--- config.mk ---
export PLATFORM = sky130hd
export DESIGN_NAME = tcbus_protocol_monitor
export DESIGN_NICKNAME = d
export VERILOG_FILES = /design/src/rtl/tcbus_protocol_monitor.sv
export SDC_FILE = /design/constraint.sdc
export NUM_CORES = 1
export LEC_CHECK = 0
export ABC_CLOCK_PERIOD_IN_PS = 3940
export BUFFER_PORTS_ARGS = -buffer_cell sky130_fd_sc_hd__buf_2
export CAP_MARGIN = 0
export CORE_ASPECT_RATIO = 0.9
export CORE_MARGIN = 4
export CORE_UTILIZATION = 62
export CTS_BUF_LIST = sky130_fd_sc_hd__clkbuf_2
export DETAILED_ROUTE_END_ITERATION = 10
export GPL_TIMING_DRIVEN = 0
export PLACE_DENSITY = 0.86
export SKIP_LAST_GASP = 1
export SYNTH_ARGS = -nofsm -noshare
export SYNTH_HDL_FRONTEND = slang
export SYNTH_SLANG_ARGS = --single-unit
--- constraint.sdc ---
create_clock -name clk_bus -period 3.94 [get_ports clk_bus]
set_input_delay 0.591 -clock clk_bus [delete_from_list [all_inputs] [get_ports clk_bus]]
set_output_delay 0.591 -clock clk_bus [all_outputs]
set_load 0.01 [all_outputs]
--- src/rtl/tcbus_protocol_monitor.sv ---
// tcbus_protocol_monitor: passive tc-bus checker tracking outstanding transactions and flagging protocol errors
// Ports: clk_bus/rst_n (async active-low) clock and reset; tc_req, tc_rnw, tc_addr, tc_wdata,
//   tc_aack, tc_rack, tc_wack observed bus signals; err_clr clears sticky errors;
//   pending_rd/pending_wr outstanding counts; full at MAX_OUTSTANDING; err_status sticky
//   error bits; first_err index of first error; err_irq OR of err_status.
// Define TCBUS_MON_SVA_EN to compile in the assertion and cover properties.
module tcbus_protocol_monitor #(
  parameter int TC_AWIDTH       = 8,
  parameter int TC_DWIDTH       = 8,
  parameter int MAX_OUTSTANDING = 4,
  parameter int CNT_W           = 3,
  parameter int TIMEOUT         = 64,
  parameter int TO_W            = 7
) (
  input  logic                 clk_bus,
  input  logic                 rst_n,
  input  logic                 tc_req,
  input  logic                 tc_rnw,
  input  logic [TC_AWIDTH-1:0] tc_addr,
  input  logic [TC_DWIDTH-1:0] tc_wdata,
  input  logic                 tc_aack,
  input  logic                 tc_rack,
  input  logic                 tc_wack,
  input  logic                 err_clr,
  output logic [CNT_W-1:0]     pending_rd,
  output logic [CNT_W-1:0]     pending_wr,
  output logic                 full,
  output logic [9:0]           err_status,
  output logic [3:0]           first_err,
  output logic                 err_irq
);
  localparam logic [CNT_W-1:0] CNT_MAX = '1;
  localparam logic [TO_W-1:0] TO_LIM = TO_W'(TIMEOUT);
  logic                 rd_acc, wr_acc, open_q;
  logic                 req_q, aack_q, rnw_q;
  logic [TC_AWIDTH-1:0] addr_q;
  logic [TC_DWIDTH-1:0] wdata_q;
  logic [TO_W-1:0]      req_wait, rd_wait, wr_wait;
  logic [9:0]           det, err_nxt;
  logic [3:0]           det_idx;

  function automatic logic [CNT_W-1:0] cnt_nxt(input logic [CNT_W-1:0] c, input logic a, input logic k);
    return a ? ((k || c == CNT_MAX) ? c : c + 1'b1) : k ? ((c == '0) ? c : c - 1'b1) : c;
  endfunction

  function automatic logic [TO_W-1:0] wait_nxt(input logic [TO_W-1:0] w, input logic run);
    return run ? ((w == TO_LIM) ? w : w + 1'b1) : '0;
  endfunction

  assign rd_acc  = tc_req & tc_aack & tc_rnw;
  assign wr_acc  = tc_req & tc_aack & ~tc_rnw;
  assign open_q  = req_q & ~aack_q;
  assign full    = ({1'b0, pending_rd} + {1'b0, pending_wr}) == (CNT_W+1)'(MAX_OUTSTANDING);
  assign err_nxt = err_clr ? det : err_status | det;

  always_comb begin
    det[0] = tc_aack & full;
    det[1] = tc_aack & ~tc_req;
    det[2] = tc_rack & (pending_rd == '0) & ~rd_acc;
    det[3] = tc_wack & (pending_wr == '0) & ~wr_acc;
    det[4] = open_q & ~tc_req;
    det[5] = open_q & tc_req & (tc_addr != addr_q);
    det[6] = open_q & tc_req & (tc_rnw != rnw_q);
    det[7] = open_q & tc_req & ~rnw_q & (tc_wdata != wdata_q);
    det[8] = req_wait == TO_LIM;
    det[9] = (rd_wait == TO_LIM) | (wr_wait == TO_LIM);
  end

  always_comb begin
    det_idx = '0;
    for (int i = 9; i >= 0; i--)
      if (det[i]) det_idx = 4'(i);
  end

  always_ff @(posedge clk_bus or negedge rst_n) begin
    if (!rst_n) begin
      pending_rd <= '0;
      pending_wr <= '0;
      req_q      <= 1'b0;
      aack_q     <= 1'b0;
      rnw_q      <= 1'b0;
      addr_q     <= '0;
      wdata_q    <= '0;
      req_wait   <= '0;
      rd_wait    <= '0;
      wr_wait    <= '0;
      err_status <= '0;
      first_err  <= '0;
      err_irq    <= 1'b0;
    end else begin
      pending_rd <= cnt_nxt(pending_rd, rd_acc, tc_rack);
      pending_wr <= cnt_nxt(pending_wr, wr_acc, tc_wack);
      req_q      <= tc_req;
      aack_q     <= tc_aack;
      rnw_q      <= tc_rnw;
      addr_q     <= tc_addr;
      wdata_q    <= tc_wdata;
      req_wait   <= wait_nxt(req_wait, tc_req & ~tc_aack);
      rd_wait    <= wait_nxt(rd_wait, (pending_rd != '0) & ~tc_rack);
      wr_wait    <= wait_nxt(wr_wait, (pending_wr != '0) & ~tc_wack);
      err_status <= err_nxt;
      err_irq    <= |err_nxt;
      first_err  <= ((err_clr || err_status == '0) && det != '0) ? det_idx : (err_clr ? '0 : first_err);
    end
  end

`ifdef TCBUS_MON_SVA_EN
  
  
  for (genvar i = 0; i < 10; i++) begin : g_err
    
  end
  
  
  
`endif
endmodule
==> results of run 1 <==
[power breakdown]
part / internal (mW) / leakage, nW / total, mW / switching [mW]
Combinational: 0.327 / 0.810 / 0.730 / 0.403
Clock: 0.0840 / 0.0615 / 0.302 / 0.218
Sequential: 0.715 / 0.779 / 0.824 / 0.109
[cell families (layout without fill, tap and decap cells)]
family          Yosys count  count (layout)  share of synthesized area (%)
simple gates            117             117                           20.1
flops                    61              61                           48.3
compound gates           59              59                           12.1
xor+xnor                 33              33                           9.14
buf+inv                  27              88                           3.44
fa+ha+maj                12              12                           5.46
mux                       4               4                           1.46
[metrics by stage]
| stage | power, mW | std cells |
|---|---|---|
| 2_1_floorplan | 1.34 | 313 |
| 3_3_place_gp | 1.53 | 423 |
| 3_5_place_dp | 1.56 | 423 |
| 4_1_cts | 1.87 | 439 |
| 5_1_grt | 2.01 | 439 |
| 6_report | 1.86 | 439 |
[cell usage in the layout, fill, tap and decap left out, drive strengths merged, types with 5 or more instances in the layout]
cell type,instances
a211oi,5
buf,48
a21oi,18
nand3,11
xor2,9
nand4,6
nor2,42
nor3,6
xnor2,24
dfrtp,61
nand2b,5
inv,20
nand2,17
o21ai,14
and3,6
clkbuf,15
ha,9
[worst reg2reg max path: cells and delay by family (launching register included)]
family          cells  cell delay (ns)
simple gates        3             0.76
mux                 1             0.32
fa+ha+maj           2             0.62
flops               1             0.62
compound gates      2             0.22
buf+inv             1             0.06
[metal layers]
metal	vias up	part of all wire [%]	global-route usage, %	routed length, µm
met2	78	48	36.8	3070
met5	-	0	0	0
li1	1195	-	-	-
met4	0	2.4	11.3	155
met1	1154	43	25.9	2720
met3	18	6.1	6.59	387
[registers in the layout, summed over array words and instances, names as in the netlist]
register    flops
pending_rd      3
rd_wait         7
aack_q          1
pending_wr      3
addr_q          8
wr_wait         7
req_q           1
rnw_q           1
req_wait        7
wdata_q         8
err_irq         1
first_err       4
err_status     10
[area by class of cell]
type	instances	area [µm²]	area share [%]
multi-input combinational	225	1530	43.0
sequential	61	1530	42.9
clock buffer	11	55.1	1.55
clock inverter	5	27.5	0.774
timing repair buffer	45	228	6.41
buffer	7	33.8	0.950
tap	65	81.3	2.29
inverter	20	75.1	2.11
[how the worst min path moves through the flow]
stage	end	depth (start not counted)	slack (ns)
floorplan	aack_q	0	0.30
global placement	first_err[2]	2	0.52
detailed placement	err_status[6]	1	0.53
CTS	req_q	1	0.18
global route	first_err[1]	1	0.17
finish	req_wait[5]	1	0.16
==> results_dict.tcl, run 1 <==
set metrics [dict create \
    status "completed" \
    num-fill-cells 360 \
    timing.final.ws_setup_ns 1.04 \
    tightest_slew_ns 0.751 \
    place.gp.congestion 0.836 \
    cp_num_buf_inv 2 \
    path_clk_slew_ns 0.16 \
    grt_first_pass_wirelength_um 10700 \
    ir_worst_vdd_mv 0.397 \
    final.min_clock_period_ns 2.90 \
    hold_slack_ns 0.157 \
    timing_hold_violations_final 0 \
    crit_path_cell_trace "ha_1 -> inv_1 -> fa_1 -> and2_1 -> a21oi_1 -> nor2_1 -> buf_2" \
    dieArea_um2 6310 \
    p_leak_nw 1.65 \
    totalWireLength_um 6340 \
    ctsResizeCount 0 \
    path_depth 7 \
    arrival_ns 2.31 \
    critical_path.startpoint "pending_wr[0]" \
    initial_utilization_pct 64.6 \
    regToRegSetupSlack_ns 1.26 \
    drive_gt1_share_pct 21.7 \
    grt_max_degree 62 \
    ys_seq_area_share_pct 48.3 \
    cts_tree "yes" \
    final-setup-viol-count 0 \
    cts_inserted_buffers 9 \
    synthesis.area_um2 3160 \
    r2r_end "first_err[1]" \
    synth_seq_cells 61 \
    drt-vias-per-instance 5.57 \
    overflow 0 \
    die_h_um 75.8 \
    ys.flop_type "dfrtp_1" \
    yosys_warnings 0 \
    pre_cts_slack_ns 1.28 \
    synth_edf_count 0 \
    drt_first_iter_violations 102 \
    cts_setup_buffers 0 \
    r2r_cells 9 \
    relSlewSlack_pct 49.9 \
    cts_sinks 61 \
    min_period_over_period_pct 73.5 \
    clock_latency_ns 0.48 \
    cpLargestDelayFamily "flip-flops" \
    synth_top_area_share_pct 48.3 \
    synthTopCellsByArea "dfrtp_1 48%, xnor2_1 6.6%, nor2_1 5.0%, ha_1 3.6%, a21oi_1 2.7%" \
    rsz0062_at_grt "false" \
    antenna_found_initial 0 \
    n_antenna_cell 0 \
    worstHoldPathType "in2async" \
    netlist_instances 313 \
    track_usage_pct 21.8 \
    power_density_nw_per_um2 522 \
    routedWlPerCell_um 14.4 \
    syn_to_final_growth_pct 12.4 \
    dieWidth_um 83.3 \
    postRouteAntennaNets 0 \
    synthArstFlopShare_pct 100 \
    clock_path_buffers 2 \
    ys_top_cells_by_count "61 x dfrtp_1, 42 x nor2_1, 24 x xnor2_1, 20 x inv_1" \
    cap_violations 0 \
    reg2reg_from "pending_wr[0]" \
    num_vias 2445 \
    port-buffer-count 45 \
    ys_types 55 \
    synth_area_per_cell_um2 10.1 \
    max_stage_delay_ns 0.62 \
    core_um2 4890 \
    io_pins 46 \
    slew_viol_final 0 \
    yosysTopAreaCell "dfrtp_1" \
    setup_tns_ns 0 \
    finalInstanceArea_um2 3550 \
    endpoint_kind "primary output" \
    synth_nets 349 \
    cts_max_level 3 \
    std_cell_rows 24 \
    hold_buffers 0 \
    skew_ns 0.0147 \
    post-dp-hpwl_um 4720 \
    nets 405 \
    crit_path_start_kind "flip-flop" \
    grt_pass1_vias 2405 \
    root_buffer "clkbuf_2" \
    crit_path_top_delay_cell "dfrtp_1" \
    place_area_um2 3470 \
    path_class "reg2out" \
    endpoint "full" \
    fin_util_pct 72.6 \
    fmax_mhz 345 \
    drc 0 \
    drtPass1Iterations 5 \
    post-synth-top-count-cell "dfrtp_1" \
    crit_fanout 10 \
    required_ns 3.35 \
]
(Power assumes the default switching activity.)
==> run 2, diff against run 1 <==
ABC_CLOCK_PERIOD_IN_PS = 2700   (was 3940)
CORE_UTILIZATION = 59   (was 62)
PLACE_DENSITY = 0.82   (was 0.86)
clock period = 2.7 ns   (was 3.94 ns; I/O delays follow)
==> run 2 against run 1 <==
Against the previous run: worst setup slack worse by 0.87 ns; clock skew up 0.0035 ns; final cell count up 5.0%; critical path type unchanged.
==> results_dict.tcl, run 2 (same netlist as run 1, synthesis figures left out) <==
set metrics [dict create \
    status "completed" \
    drive_gt1_share_pct 21.3 \
    place_area_um2 3470 \
    p_total_mw 2.87 \
    nets 428 \
    cts_max_level 3 \
    setup_tns_ns 0 \
    io_pins 46 \
    final.min_clock_period_ns 2.52 \
    std_cell_rows 25 \
    num_vias 2513 \
    drc 0 \
    drtPass1Iterations 5 \
    relSlewSlack_pct 50.9 \
    pre_cts_slack_ns 0.0304 \
    grt_pass1_vias 2435 \
    largestRegisters "err_status x10, addr_q x8, wdata_q x8" \
    n_antenna_cell 0 \
    skew_ns 0.0182 \
    cts_inserted_buffers 9 \
    final_cell_mix "58 x dfrtp_1, 46 x buf_2, 42 x nor2_1" \
    overflow 0 \
    dieWidth_um 85.2 \
    endpoint_kind "primary output" \
    syn_to_final_growth_pct 19.6 \
    slew_viol_final 0 \
    root_buffer "clkbuf_2" \
    dieArea_um2 6600 \
    layout_commonest_cell "dfrtp_1" \
    fmax_mhz 396 \
    power_density_nw_per_um2 760 \
    largest_reg_flops 10 \
    clock_latency_ns 0.48 \
    dp_cells 425 \
    cts_tree "yes" \
    die_h_um 77.5 \
    initial_utilization_pct 60.6 \
    rsz0062_at_grt "false" \
    hold_slack_ns 0.114 \
    grt_first_pass_wirelength_um 11200 \
    drt_first_iter_violations 133 \
    port-buffer-count 45 \
    min_from "tc_aack" \
    min_period_over_period_pct 93.5 \
    post-dp-hpwl_um 4660 \
    cts_sinks 61 \
    routedWlPerCell_um 14.6 \
    clock_path_buffers 2 \
    path_class "reg2out" \
    grt_max_degree 62 \
    postRouteAntennaNets 0 \
    required_ns 2.30 \
    top_register "err_status" \
    timing.final.ws_setup_ns 0.176 \
    antenna_found_initial 0 \
    cap_violations 0 \
    timing_hold_violations_final 0 \
    core_um2 5220 \
    track_usage_pct 21.6 \
    arrival_ns 2.12 \
    crit_path_start_kind "flip-flop" \
    final_cells 461 \
    finalInstanceArea_um2 3780 \
    reg2reg_from "pending_rd[0]" \
    totalWireLength_um 6750 \
    ir_worst_vdd_mv 0.546 \
    place.gp.congestion 0.860 \
    tightest_slew_ns 0.737 \
    p_leak_nw 1.74 \
    drt-vias-per-instance 5.45 \
    regToRegSetupSlack_ns 0.19 \
    path_clk_slew_ns 0.16 \
    final-setup-viol-count 0 \
    fin_util_pct 72.4 \
    worstHoldPathType "in2reg" \
    critical_path.startpoint "pending_rd[0]" \
    crit_fanout 4 \
]
-- run 2: what timing repair did --
action | in CTS | in global routing
hold buffers | 0 | 18
endpoints found under the setup margin | 1 | 5
setup buffers | 0 | 5
resized for setup | 1 | 2
hold endpoints to repair | 0 | 78
-- run 2: path summary, 6_finish.rpt --
check / endpoint / depth (start not counted)
min in group asynchronous: req_wait[5] / 2
max in group asynchronous: pending_wr[0] / 2
min: aack_q / 1
max: full / 7
max reg2reg: first_err[1] / 9
min reg2reg: pending_wr[0] / 1
-- run 2: final cells by class --
type                       instances  area (µm²)
timing repair buffer              68         445
multi-input combinational        225        1530
buffer                             7        33.8
clock buffer                       9        45.0
inverter                          20        75.1
sequential                        61        1530
tap                               67        83.8
clock inverter                     4        42.5
fill                             374        1440
-- run 2: worst max-delay path: stages (launching register included) --
cell     delay [ns]
dfrtp_1        0.46
ha_1           0.20
inv_1          0.06
fa_1           0.38
and2_1         0.15
a21oi_1        0.18
nor2_1         0.08
buf_2          0.14
-- run 2: layer usage --
| metal | GRT usage [%] | share of wire (%) |
|---|---|---|
| met1 | 26.9 | 44 |
| met2 | 34.9 | 50 |
| met3 | 7.43 | 4.7 |
| met4 | 7.59 | 1.4 |
| met5 | 0 | 0 |
-- run 2: where the power goes --
| group | switching [mW] | leakage [nW] | internal (mW) |
|---|---|---|---|
| Clock | 0.314 | 0.0586 | 0.192 |
| Combinational | 0.634 | 0.910 | 0.542 |
| Sequential | 0.143 | 0.776 | 1.05 |
| Total | 1.09 | 1.74 | 1.78 |
